--- src/rtl/sum_window_accum.sv ---
// Window accumulator: sums COUNT accepted samples, or fewer when flushed early,
// then holds the saturating total on a valid/ready port until it is taken.
module sum_window_accum #(
    parameter int WIDTH = 32,
    parameter int ACC_W = 40,
    parameter int COUNT = 8,
    parameter int CNT_W = 16
) (
    input  logic             clk,
    input  logic             rst,
    input  logic [WIDTH-1:0] in_data,
    input  logic             in_valid,
    output logic             in_ready,
    input  logic             flush,
    output logic [ACC_W-1:0] out_sum,
    output logic [CNT_W-1:0] out_count,
    output logic             out_sat,
    output logic             out_valid,
    input  logic             out_ready
);

    typedef enum logic {
        ACCUM = 1'b0,
        HOLD  = 1'b1
    } state_t;

    state_t           state, state_nx;
    logic [ACC_W-1:0] acc, acc_nx;
    logic [CNT_W-1:0] cnt, cnt_nx;
    logic             sat, sat_nx;
    logic             load;
    logic             accept;
    logic [ACC_W:0]   sum_w;

    // Bit ACC_W of the result flags a carry; the value clamps to all-ones.
    function automatic logic [ACC_W:0] add_sat(input logic [ACC_W-1:0] a,
                                               input logic [WIDTH-1:0] b);
        logic [ACC_W:0] s;
        s = {1'b0, a} + (ACC_W+1)'(b);
        if (s[ACC_W])
            add_sat = {1'b1, {ACC_W{1'b1}}};
        else
            add_sat = s;
    endfunction

    assign in_ready  = (state == ACCUM);
    assign out_valid = (state == HOLD);
    assign accept    = in_valid & in_ready;
    assign sum_w     = add_sat(acc, in_data);

    always_comb begin
        state_nx = state;
        acc_nx   = acc;
        cnt_nx   = cnt;
        sat_nx   = sat;
        load     = 1'b0;
        case (state)
            ACCUM: begin
                if (accept) begin
                    acc_nx = sum_w[ACC_W-1:0];
                    sat_nx = sat | sum_w[ACC_W];
                    cnt_nx = cnt + CNT_W'(1);
                end
                // A flush with nothing collected and no sample this cycle is a no-op.
                if ((accept && cnt_nx == CNT_W'(COUNT)) ||
                    (flush && (cnt != '0 || accept))) begin
                    state_nx = HOLD;
                    load     = 1'b1;
                end
            end
            HOLD: begin
                if (out_ready) begin
                    state_nx = ACCUM;
                    acc_nx   = '0;
                    cnt_nx   = '0;
                    sat_nx   = 1'b0;
                end
            end
            default: state_nx = ACCUM;
        endcase
    end

    always_ff @(posedge clk) begin
        if (rst) begin
            state     <= ACCUM;
            acc       <= '0;
            cnt       <= '0;
            sat       <= 1'b0;
            out_sum   <= '0;
            out_count <= '0;
            out_sat   <= 1'b0;
        end else begin
            state <= state_nx;
            acc   <= acc_nx;
            cnt   <= cnt_nx;
            sat   <= sat_nx;
            if (load) begin
                out_sum   <= acc_nx;
                out_count <= cnt_nx;
                out_sat   <= sat_nx;
            end
        end
    end

endmodule

--- config.mk ---
export PLATFORM = sky130hd
export DESIGN_NAME = sum_window_accum
export DESIGN_NICKNAME = d
export VERILOG_FILES = /design/src/rtl/sum_window_accum.sv
export SDC_FILE = /design/constraint.sdc
export NUM_CORES = 1
export LEC_CHECK = 0
export CORE_UTILIZATION = 60
export CTS_CLUSTER_SIZE = 14
export DETAILED_ROUTE_END_ITERATION = 7
export PLACE_DENSITY_LB_ADDON = 0.08
export SLEW_MARGIN = 15
export SYNTH_ARGS = -nofsm -noshare
export SYNTH_HDL_FRONTEND = slang
export SYNTH_SLANG_ARGS = --single-unit
--- constraint.sdc ---
create_clock -name clk -period 8.6 [get_ports clk]
set_clock_uncertainty 0.1 [all_clocks]
set_input_delay 2.15 -clock clk [delete_from_list [all_inputs] [get_ports clk]]
set_output_delay 2.15 -clock clk [all_outputs]
set_load 0.02 [all_outputs]
# --- Word-level counts from Yosys, hierarchy flattened ---
# Cells that the tools add are included.
# Widths: inputs -> output; s select.
classes:
  n_bitwise: 3
  addsub: 2
  eq_ne: 1
  n_reduce_logical: 5
  n_mux: 15
op_table:
  columns: ["operator", "n"]
  rows:
  - ["$mux 40", 2]
  - ["$pmux 40 s2", 1]
  - ["$mux 16", 3]
  - ["$add 40x32->41", 1]
  - ["$mux 41", 1]
  - ["$pmux 16 s2", 1]
  - ["$add 16x1->16 const B", 1]
  - ["$eq 16x4->1 const B", 1]
  - ["$reduce_bool 16->1", 1]
  - ["$mux 1", 5]
  - ["$pmux 1 s2", 2]
  - ["$logic_and 1x1->1", 2]
  - ["$logic_or 1x1->1", 2]
  - ["$and 1x1->1", 1]
  - ["$not 1->1", 1]
  - ["$or 1x1->1", 1]
word_totals:
  input_bits: 37
  elab_cells: 33
  reg_bits: 115
  output_inout_bits: 59

# --- Logic depth before layout (Yosys ltp) ---
depth:
  word_depth: 9
  ltp_mapped: 12
  mapped_depth_nobuf: 11

# --- Worst setup path before layout ---
# No wires, ideal clock.
synth_timing:
  path_type: "in2reg"
  startpoint: "input in_data[0]"
  endpoint: "register out_sum[30]"
  required_ns: 8.385
  setup_time_ns: 0.115
  setup_slack_ns: 3.987
  stages: 10
  path_buffers: 0
  arrival_time_ns: 4.398
  path_cell_list: "ha_1 fa_1 a21oi_1 nor3_1 o21ai_0 a311oi_1 a21oi_2 nand2_1 o31a_1 o21a_1"
synth_via:
  elab_chain_len: 4
synth_rtl:
  columns: ["item", "line_no", "text"]
  rows:
  - ["start, declared", "11", "input logic [WIDTH-1:0] in_data,"]
  - ["$add 40x32->41", "39", "s = {1'b0, a} + (ACC_W+1)'(b);"]
  - ["$mux 41", "40", "if (s[ACC_W])"]
  - ["$mux 40", "59", "if (accept) begin"]
  - ["$pmux 40 s2", "57", "case (state)"]
  - ["end signal, assigned", "98", "out_sum <= acc_nx;"]
  - ["end, declared", "15", "output logic [ACC_W-1:0] out_sum,"]
# Every way passes these cells.
# A chain may end at the register's enable or synchronous reset.

# --- Worst setup path after layout ---
layout_timing:
  startpoint: "input in_valid"
  endpoint: "register out_sum[33]"
layout_via:
  elab_chain_len: 8
  word_cells_on_any_way: 12
  classes_between: "1 x eq/ne; 6 x mux; 1 x bitwise; 4 x reduce/logical"
layout_rtl:
  columns: ["item", "line_no", "text"]
  rows:
  - ["start, declared", "12", "input logic in_valid,"]
  - ["$and 1x1->1 *", "48", "assign accept = in_valid & in_ready;"]
  - ["$mux 16", "59", null]
  - ["$mux 16", "57", null]
  - ["$eq 16x4->1", "65", "if ((accept && cnt_nx == CNT_W'(COUNT)) ||"]
  - ["$logic_and 1x1->1", "65", null]
  - ["$logic_or 1x1->1", "65", null]
  - ["$mux 1", "65", null]
  - ["$mux 1", "57", null]
# Every way passes the cells marked *; elsewhere a longest branch is shown, timed or not. The select of a mux whose other input is x is not followed.

==> reports/metrics.csv <==
metric,value,unit
setup_viol,0,
max-cap-violations,0,
drc,0,
ios,96,
drtIter0Drc,617,
dp_hpwl,14.8,mm
yosys-top-cells-area,"dfxtp_1 34%, nor2_1 7.0%, ha_1 6.3%",
hp-start,out_sum[24],
synth_cell_type_count,65,
hold_viol_final,0,
syn_inst,860,
synth_edf_count,0,
grt_first_pass_wirelength,32.8,mm
grt_usage,36.7,%
die_x,108,um
async_flop_share,0,%
worstRegToRegCells,10,
worstMarginPinSlew,0.895,ns
fin_crit_sh,63.7,%
die_area,0.0117,sq mm
initial_utilization,61.9,%
r2r_end,out_sum[13],
cp_max_fo,34,
numClockSinks,115,
portBuffers,95,
synth_top_area_share,34.2,%
status,"complete, no violations",
syn_area_per_cell,7.84,sq um
min_path_type,register to register,
first_global_vias,6647,
antenna_cells,0,
dp_cells,1050,
critPathCaptureType,register,
r2r_setup_slack,4.95,ns
h-tree-depth,4,
ys.warnings.count,0,
setup.worst_path.start,in_valid,
via_per_inst,6.41,
critPathKind,input port to register,
crit_end,out_sum[33],
worstPathArrival,5.83,ns
route.vias.total,6939,
final_antenna_net_count,0,
cts_resized,0,
clock_latency,0.53,ns
fin_crit,5.48,ns
finalWirelength,20.8,mm
cts.path.max_buffers,2,
place.gp.congestion,0.920,
fmax,0.182,GHz
cts_tree,yes,
wl_per_cell,19.3,um
final_cell_count_no_fill,1082,
peakVddDrop,0.000210,V
synth_top_area_cell,dfxtp_1,
synth_fp_nets,932,
synth_top_flop_cell,dfxtp_1,
p_leak,3.14,nW
nNetsFinal,1001,
rows,38,
first_pass_iters,6,
synthToLayoutAreaGrowth,21.9,%
drive_gt1_share,5.63,%
rsz0062_at_grt,no,
r2r_start,acc[27],
p_total,1.84,mW
syn_area,0.00674,sq mm
ys_ff_latch,115,
gr-total-overflow,0,
ctsHoldBuffers,0,
yosysSeqAreaShare,34.2,%
cts-root-buf,clkbuf_8,
dieHeight,108,um
cp-start-kind,input port,
grt_max_degree,55,
maxSlewHeadroom,40.2,%
finalSetupTns,0,ns
post_cts_buffers,0,
numCtsBuffers,17,
path_clk_slew,0.05,ns
powerDensity,224,mW/mm^2
coreArea,0.0109,sq mm
maxSlewViolCount,0,
antenna_found_initial,0,
cp.required,8.95,ns
cell usage in the layout (no fill, tap or decap), types with 10 or more instances in the layout:
cell type	synthesis	layout
o21bai_1	13	13
clkbuf_16	0	16
a21oi_1	81	81
xor2_1	21	21
clkdlybuf4s50_1	0	94
inv_1	20	20
ha_1	34	34
nand4_1	18	18
nand2_1	71	71
nand2b_1	14	14
o21ai_0	39	39
nor3_1	31	31
nand3_1	19	19
a21o_1	10	10
a31oi_1	12	12
a22oi_1	14	14
a211oi_1	30	30
nor2_1	126	126
dfxtp_1	115	115
xnor2_1	24	24
synthesized netlist by cell type, types with 10 or more instances:
library cell	number
a211oi_1	30
a21o_1	10
a21oi_1	81
a22oi_1	14
a31oi_1	12
buf_2	20
clkbuf_1	28
dfxtp_1	115
ha_1	34
inv_1	20
nand2_1	71
nand2b_1	14
nand3_1	19
nand4_1	18
nor2_1	126
nor3_1	31
o21ai_0	39
o21bai_1	13
xnor2_1	24
xor2_1	21
sequential cells by signal, summed over array words and instances (netlist names):
name       cells
out_valid      1
out_sat        1
sat            1
acc           40
out_sum       40
out_count     16
cnt           16
worst min-delay path by stage:
stage,end,slack [ns],depth (start not counted)
after floorplan,acc[22],0.34,2
after detailed placement,out_sum[24],0.35,2
after global placement,out_sum[24],0.34,2
after global routing,out_sum[5],0.38,2
final,out_sum[24],0.36,2
after CTS,out_sum[24],0.35,2
metal layers:
layer / vias to the layer above / global-route usage [%] / share of wire, %
met5: - / 0 / 0
met4: 0 / 21.9 / 4.7
met3: 67 / 7.53 / 8.0
met2: 361 / 60.1 / 47
met1: 3245 / 44.3 / 41
li1: 3266 / - / -
cell type report:
type	count	area [sq um]
repair buffers	103	1010
fillers	833	2670
inverters	22	82.6
flip-flops and latches	115	2300
multi-input cells	670	4110
well taps	140	175
clock buffers	21	429
clock inverters	11	113
per-stage QoR:
| stage | setup WS, ns | utilization (%) | area, sq um | hold slack [ns] |
|---|---|---|---|---|
| 2_1_floorplan | 3.99 | - | 6740 | 0.339 |
| 3_3_place_gp | 2.78 | 70.5 | 7680 | 0.343 |
| 3_5_place_dp | 2.69 | 70.5 | 7680 | 0.348 |
| 4_1_cts | 3.18 | 75.5 | 8220 | 0.355 |
| 5_1_grt | 2.92 | 75.5 | 8220 | 0.377 |
| 6_report | 3.12 | 75.5 | 8220 | 0.357 |
critical path: stages:
cell             delay [ns]
clkdlybuf4s50_1        0.45
buf_4                  0.35
nor2b_4                0.58
nand4_1                0.25
xor2_1                 0.25
nand4_1                0.13
or4_4                  0.58
o31ai_4                0.19
buf_4                  0.36
nand2b_1               0.27
o22ai_1                0.22
kinds of logic after synthesis:
| family | Yosys count | synth area share, % |
|---|---|---|
| AOI/OAI and AO/OA | 260 | 25.0 |
| xor gates and xnor gates | 45 | 5.85 |
| adders and majority gates | 35 | 6.61 |
| buffers and inverters | 75 | 4.84 |
| DFF | 115 | 34.2 |
| muxes | 8 | 1.21 |
| and+or+nand+nor | 322 | 22.3 |
where the power goes:
part	leakage (nW)	internal (mW)	total, mW	switching, mW
logic	1.93	0.218	0.559	0.341
clock network	0.261	0.408	0.654	0.246
registers	0.941	0.587	0.631	0.0442
(Power assumes the default switching activity.)
